## src/rtl/fft_icore2_pipe.sv

```systemverilog
// Pipelined radix-2 DIF butterfly for the inverse FFT path: upper = a+b, lower = (a-b)*conj(w).
// Optional FFT_IFFT_SCALE_EN halves every output (1/N normalisation across six stages).
`ifndef DATA_WID
`define DATA_WID 16
`endif
`ifndef WN_WID
`define WN_WID 16
`endif
`ifndef ACC_LEN
`define ACC_LEN 14
`endif

module fft_icore2_pipe (
   input  logic                 clk,
   input  logic                 rst_n,
   input  logic                 fft_valid_i,
   output logic                 fft_ready_o,
   input  logic [`DATA_WID-1:0] fft_data_re1_i,
   input  logic [`DATA_WID-1:0] fft_data_im1_i,
   input  logic [`DATA_WID-1:0] fft_data_re2_i,
   input  logic [`DATA_WID-1:0] fft_data_im2_i,
   input  logic [`WN_WID-1:0]   fft_wn_re_i,
   input  logic [`WN_WID-1:0]   fft_wn_im_i,
   output logic                 fft_valid_o,
   input  logic                 fft_ready_i,
   output logic [`DATA_WID-1:0] fft_data_re1_o,
   output logic [`DATA_WID-1:0] fft_data_im1_o,
   output logic [`DATA_WID-1:0] fft_data_re2_o,
   output logic [`DATA_WID-1:0] fft_data_im2_o,
   output logic                 fft_ovf_o
);

   localparam int DW = `DATA_WID;
   localparam int WW = `WN_WID;
   localparam int AL = `ACC_LEN;
   localparam int SW = DW + 1;
   localparam int PW = DW + WW + 2;
`ifdef FFT_IFFT_SCALE_EN
   localparam int SH = AL + 1;
`else
   localparam int SH = AL;
`endif

   logic          rdy_q;
   logic          v1, v2, v3;
   logic          en1, en2, en3;
   logic          take;
   logic [SW-1:0] sr, si, dr, di;
   logic [WW-1:0] wr, wi;
   logic [PW-1:0] pr, pi, ur, ui;
   logic [PW-1:0] dr_x, di_x, wr_x, wi_x, sr_x, si_x;
   logic [PW-1:0] pr_n, pi_n, ur_n, ui_n;
   logic [DW:0]   r_ur, r_ui, r_pr, r_pi;

   // Round half toward +inf, then report whether the result fits DW bits; returns {ovf, value}.
   function automatic logic [DW:0] rnd(input logic [PW-1:0] x);
      logic [PW-1:0] s;
      logic [PW-1:0] y;
      logic          fits;
      s    = $signed(x) >>> SH;
      y    = s + {{(PW-1){1'b0}}, x[SH-1]};
      fits = (&y[PW-1:DW-1]) | ~(|y[PW-1:DW-1]);
      return {~fits, y[DW-1:0]};
   endfunction

   // Each stage may load when it is empty or its occupant leaves this cycle.
   always_comb begin
      en3         = !v3 || fft_ready_i;
      en2         = !v2 || en3;
      en1         = !v1 || en2;
      fft_ready_o = rdy_q && en1;
      fft_valid_o = v3;
      take        = fft_valid_i && fft_ready_o;
   end

   always_comb begin
      dr_x = {{(PW-SW){dr[SW-1]}}, dr};
      di_x = {{(PW-SW){di[SW-1]}}, di};
      sr_x = {{(PW-SW){sr[SW-1]}}, sr};
      si_x = {{(PW-SW){si[SW-1]}}, si};
      wr_x = {{(PW-WW){wr[WW-1]}}, wr};
      wi_x = {{(PW-WW){wi[WW-1]}}, wi};
      pr_n = dr_x * wr_x + di_x * wi_x;
      pi_n = di_x * wr_x - dr_x * wi_x;
      ur_n = sr_x << AL;
      ui_n = si_x << AL;
      r_ur = rnd(ur);
      r_ui = rnd(ui);
      r_pr = rnd(pr);
      r_pi = rnd(pi);
   end

   always_ff @(posedge clk or negedge rst_n) begin
      if (!rst_n) begin
         rdy_q <= 1'b0;
         v1    <= 1'b0;
         sr    <= '0;
         si    <= '0;
         dr    <= '0;
         di    <= '0;
         wr    <= '0;
         wi    <= '0;
      end else begin
         rdy_q <= 1'b1;
         if (en1) v1 <= take;
         if (take) begin
            sr <= {fft_data_re1_i[DW-1], fft_data_re1_i} + {fft_data_re2_i[DW-1], fft_data_re2_i};
            si <= {fft_data_im1_i[DW-1], fft_data_im1_i} + {fft_data_im2_i[DW-1], fft_data_im2_i};
            dr <= {fft_data_re1_i[DW-1], fft_data_re1_i} - {fft_data_re2_i[DW-1], fft_data_re2_i};
            di <= {fft_data_im1_i[DW-1], fft_data_im1_i} - {fft_data_im2_i[DW-1], fft_data_im2_i};
            wr <= fft_wn_re_i;
            wi <= fft_wn_im_i;
         end
      end
   end

   always_ff @(posedge clk or negedge rst_n) begin
      if (!rst_n) begin
         v2 <= 1'b0;
         pr <= '0;
         pi <= '0;
         ur <= '0;
         ui <= '0;
      end else begin
         if (en2) v2 <= v1;
         if (en2 && v1) begin
            pr <= pr_n;
            pi <= pi_n;
            ur <= ur_n;
            ui <= ui_n;
         end
      end
   end

   always_ff @(posedge clk or negedge rst_n) begin
      if (!rst_n) begin
         v3             <= 1'b0;
         fft_data_re1_o <= '0;
         fft_data_im1_o <= '0;
         fft_data_re2_o <= '0;
         fft_data_im2_o <= '0;
         fft_ovf_o      <= 1'b0;
      end else begin
         if (en3) v3 <= v2;
         if (en3 && v2) begin
            fft_data_re1_o <= r_ur[DW-1:0];
            fft_data_im1_o <= r_ui[DW-1:0];
            fft_data_re2_o <= r_pr[DW-1:0];
            fft_data_im2_o <= r_pi[DW-1:0];
            if (r_ur[DW] | r_ui[DW] | r_pr[DW] | r_pi[DW]) fft_ovf_o <= 1'b1;
         end
      end
   end

endmodule

```

## config.mk

```make
export PLATFORM = sky130hd
export DESIGN_NAME = fft_icore2_pipe
export DESIGN_NICKNAME = d
export VERILOG_FILES = /design/src/rtl/fft_icore2_pipe.sv
export SDC_FILE = /design/constraint.sdc
export NUM_CORES = 2
export LEC_CHECK = 0
export CAP_MARGIN = 40
export CORE_ASPECT_RATIO = 0.5
export CORE_MARGIN = 2
export CORE_UTILIZATION = 44
export DETAILED_ROUTE_END_ITERATION = 8
export DONT_BUFFER_PORTS = 1
export PLACE_DENSITY = 0.6
export SLEW_MARGIN = 20
export SYNTH_ARGS = -nofsm -noshare
export SYNTH_HDL_FRONTEND = slang
export SYNTH_SLANG_ARGS = --single-unit
```

## constraint.sdc

```tcl
create_clock -name clk -period 10.6 [get_ports clk]
set_clock_uncertainty 0.2 [all_clocks]
set_input_delay 2.12 -clock clk [delete_from_list [all_inputs] [get_ports clk]]
set_output_delay 2.12 -clock clk [all_outputs]
set_load 0.03 [all_outputs]
```

==> flow_summary.ini <==
[clock_network]
cts_buffers = 29
cts_root_buf = clkbuf_16
cts_max_level = 1
cts_tree = yes
clkSinkCount = 243
cts_resized = 0
post-cts-setup-buffers = 0
clock_path_buffers = 3
cts_hold_buf = 0
path_clk_slew_ns = 0.08
clock_latency_ns = 0.61

[timing]
finalSetupViolations = 0
fin_setup_tns_ns = 0
relSlewSlack_pct = 38.4
whs_ns = 0.275
drv_slew = 0
period_minus_slack_ns = 8.73
hold_viol_final = 0
finalCritPeriodShare_pct = 82.3
grt_setup_unrepaired = no
max_freq_mhz = 115
worst_pin_slew_ns = 0.924

[final_layout]
drive_gt1_share_pct = 4.74
nFillCells = 11500
syn2layout_area_growth_pct = 5.89
nets = 7278

[synth]
synthArstFlopShare_pct = 100
syn_nets = 7412
synth_top_area_share_pct = 46.0
synth_area_leaders = fa_1 (46%), dfrtp_1 (11%), inv_1 (10%)
syn_avg_cell_area_um2 = 9.44
ys_warn_count = 0
synth_top_cell_by_area = fa_1
ys_seq_elements = 243
synth.cell_area_mm2 = 0.0538
synth_edf_count = 0
yosysUniqueCellTypes = 69
ys_seq_area_share_pct = 11.3
yosys_most_used_dff = dfrtp_1
synth_cells = 5700

[die]
num_io_pins = 167
die_h_um = 251
dieArea_mm2 = 0.125
dieWidth_um = 499
num_rows = 90
initial_core_util_pct = 44.5
core_region_area_mm2 = 0.121

[placement]
port_buffers = 0
gp_congestion = 0.903
hpwl_mm = 113

[drt]
detail_route.iter0.violations = 2346
wl_met3_mm = 11.1
finalWirelength_mm = 141
wl_met2_mm = 64.2
routed_via_density = 5.08
highest_layer = met5
first_pass_iters = 6
drc = 0
route.vias.total = 36600
detail-route-antenna-nets = 0
wl_per_cell_um = 19.5
wl_met1_mm = 62.0

[global_routing]
grt_pass1_wl_mm = 234
grt_pass1_vias = 41200
grt.overflow.total = 0
grt_use_total_pct = 23.9
grt_max_degree = 244
antenna_found_initial = 3

[job]
maxCapViolations = 0

[setup_path]
end_kind = register
arrival_ns = 9.01
crit_required_ns = 10.88
cp-start-kind = register
path_max_fanout = 17
path_class = reg2reg

[worst_hold_path]
hold_class = reg2reg

[run_status]
status = complete, no violations
per-stage QoR:
stage | std cells | instance area (µm²) | util (%) | setup WS (ns)
after floorplan | 5700 | 53800 | - | 2.99
after global placement | 7120 | 55500 | 45.9 | 2.05
after detailed placement | 7136 | 55800 | 46.1 | 1.95
after CTS | 7189 | 56800 | 47.0 | 1.91
after global routing | 7198 | 57000 | 47.1 | 1.50
final | 7206 | 57000 | 47.1 | 1.87
logic make-up (layout without fill, tap and decap cells):
kind of cell / Yosys count / count (layout) / share of synthesized area (%)
flip-flops: 243 / 243 / 11.3
XOR/XNOR: 160 / 160 / 2.60
multiplexers: 76 / 76 / 1.59
AND/OR/NAND/NOR: 1550 / 1550 / 13.8
buffers and inverters: 1718 / 1606 / 12.0
other: 1 / 9 / 0.00697
AO/OA/AOI/OAI: 340 / 340 / 3.98
adder cells (fa/ha/maj): 1612 / 1612 / 54.7
sequential cells by signal, indices dropped and copies added, names as in the netlist:
signal          count
fft_data_im1_o     16
fft_data_re2_o     16
pr                 21
fft_data_re1_o     16
ur                 17
wi                 16
dr                 17
fft_ovf_o           1
v1                  1
wr                 16
v2                  1
si                 17
fft_data_im2_o     16
rdy_q               1
ui                 17
di                 16
fft_valid_o         1
sr                 16
pi                 21
path summary, 6_finish.rpt:
path / from / endpoint / slack, ns / depth (start not counted)
worst max-delay path: wr[3]$_DFFE_PN0P_ / pi[33]$_DFFE_PN0P_ / 1.87 / 26
worst min-delay path: sr[15]$_DFFE_PN0P_ / sr[15]$_DFFE_PN0P_ / 0.28 / 2
worst max register to register: wr[3]$_DFFE_PN0P_ / pi[33]$_DFFE_PN0P_ / 1.87 / 26
worst min register to register: sr[15]$_DFFE_PN0P_ / sr[15]$_DFFE_PN0P_ / 0.28 / 2
max in group asynchronous: rst_n / wi[7]$_DFFE_PN0P_ / 8.79 / 0
min in group asynchronous: rst_n / fft_data_re1_o[2]$_DFFE_PN0P_ / 1.01 / 0
final cells by class:
class                      count  area, µm²  share of cell area, %
multi-input combinational   3739      41300                   72.5
sequential                   243       6100                   10.7
inverter                    1448       5440                   9.54
tap                         1610       2010                   3.54
timing repair buffer         105       1130                   1.99
clock buffer                  40        797                   1.40
clock inverter                13        178                  0.312
antenna                        8       20.0                 0.0351
placed cells by master (no fill, tap or decap), types with 11 or more instances in the layout:
| master | synthesis | final |
|---|---|---|
| dfrtp_1 | 243 | 230 |
| o31ai_1 | 17 | 17 |
| o21bai_1 | 12 | 12 |
| xnor2_1 | 125 | 125 |
| a21o_1 | 20 | 20 |
| nor3_1 | 29 | 29 |
| fa_1 | 1236 | 1236 |
| inv_1 | 1448 | 1448 |
| and2_1 | 493 | 493 |
| nand2b_1 | 41 | 41 |
| nor2_1 | 110 | 110 |
| mux2_2 | 75 | 75 |
| nand4_1 | 11 | 11 |
| dfrtp_2 | 0 | 13 |
| xor2_1 | 35 | 35 |
| nor2b_1 | 13 | 13 |
| nand3_1 | 39 | 39 |
| buf_4 | 1 | 79 |
| clkbuf_16 | 0 | 29 |
| a21oi_1 | 73 | 73 |
| ha_1 | 376 | 376 |
| o21ai_0 | 135 | 135 |
| nand2_1 | 777 | 774 |
synth_stat cells, types with 29 or more instances:
| library cell | n |
|---|---|
| nand3_1 | 39 |
| nand2_1 | 777 |
| and2_1 | 493 |
| ha_1 | 376 |
| nor3_1 | 29 |
| o21ai_0 | 135 |
| mux2_2 | 75 |
| xor2_1 | 35 |
| xnor2_1 | 125 |
| dfrtp_1 | 243 |
| clkbuf_1 | 257 |
| inv_1 | 1448 |
| nand2b_1 | 41 |
| nor2_1 | 110 |
| a21oi_1 | 73 |
| fa_1 | 1236 |
worst max-delay path, cell delays in order (launching register included):
cell,delay [ns]
dfrtp_1,0.92
buf_4,0.37
nand2_1,0.11
fa_1,0.51
fa_1,0.50
inv_1,0.05
fa_1,0.48
inv_1,0.06
fa_1,0.53
inv_1,0.05
fa_1,0.48
fa_1,0.50
fa_1,0.48
inv_1,0.05
fa_1,0.47
inv_1,0.04
ha_1,0.32
a21oi_1,0.14
nand2_1,0.09
a211oi_2,0.48
nand3_1,0.23
a21o_1,0.30
a31oi_2,0.45
o211ai_1,0.27
o31ai_2,0.27
xnor2_1,0.15
o21ai_0,0.09
metal layers:
metal  GRT usage, %  vias up
li1               -    16200
met1           34.1    19100
met2           38.1     1095
met3           4.83      140
met4           4.70        2
met5              0        -
Power is left out: the tool's default activity adds up to more than one toggle a clock period on the data nets, which glitch-free logic cannot reach.
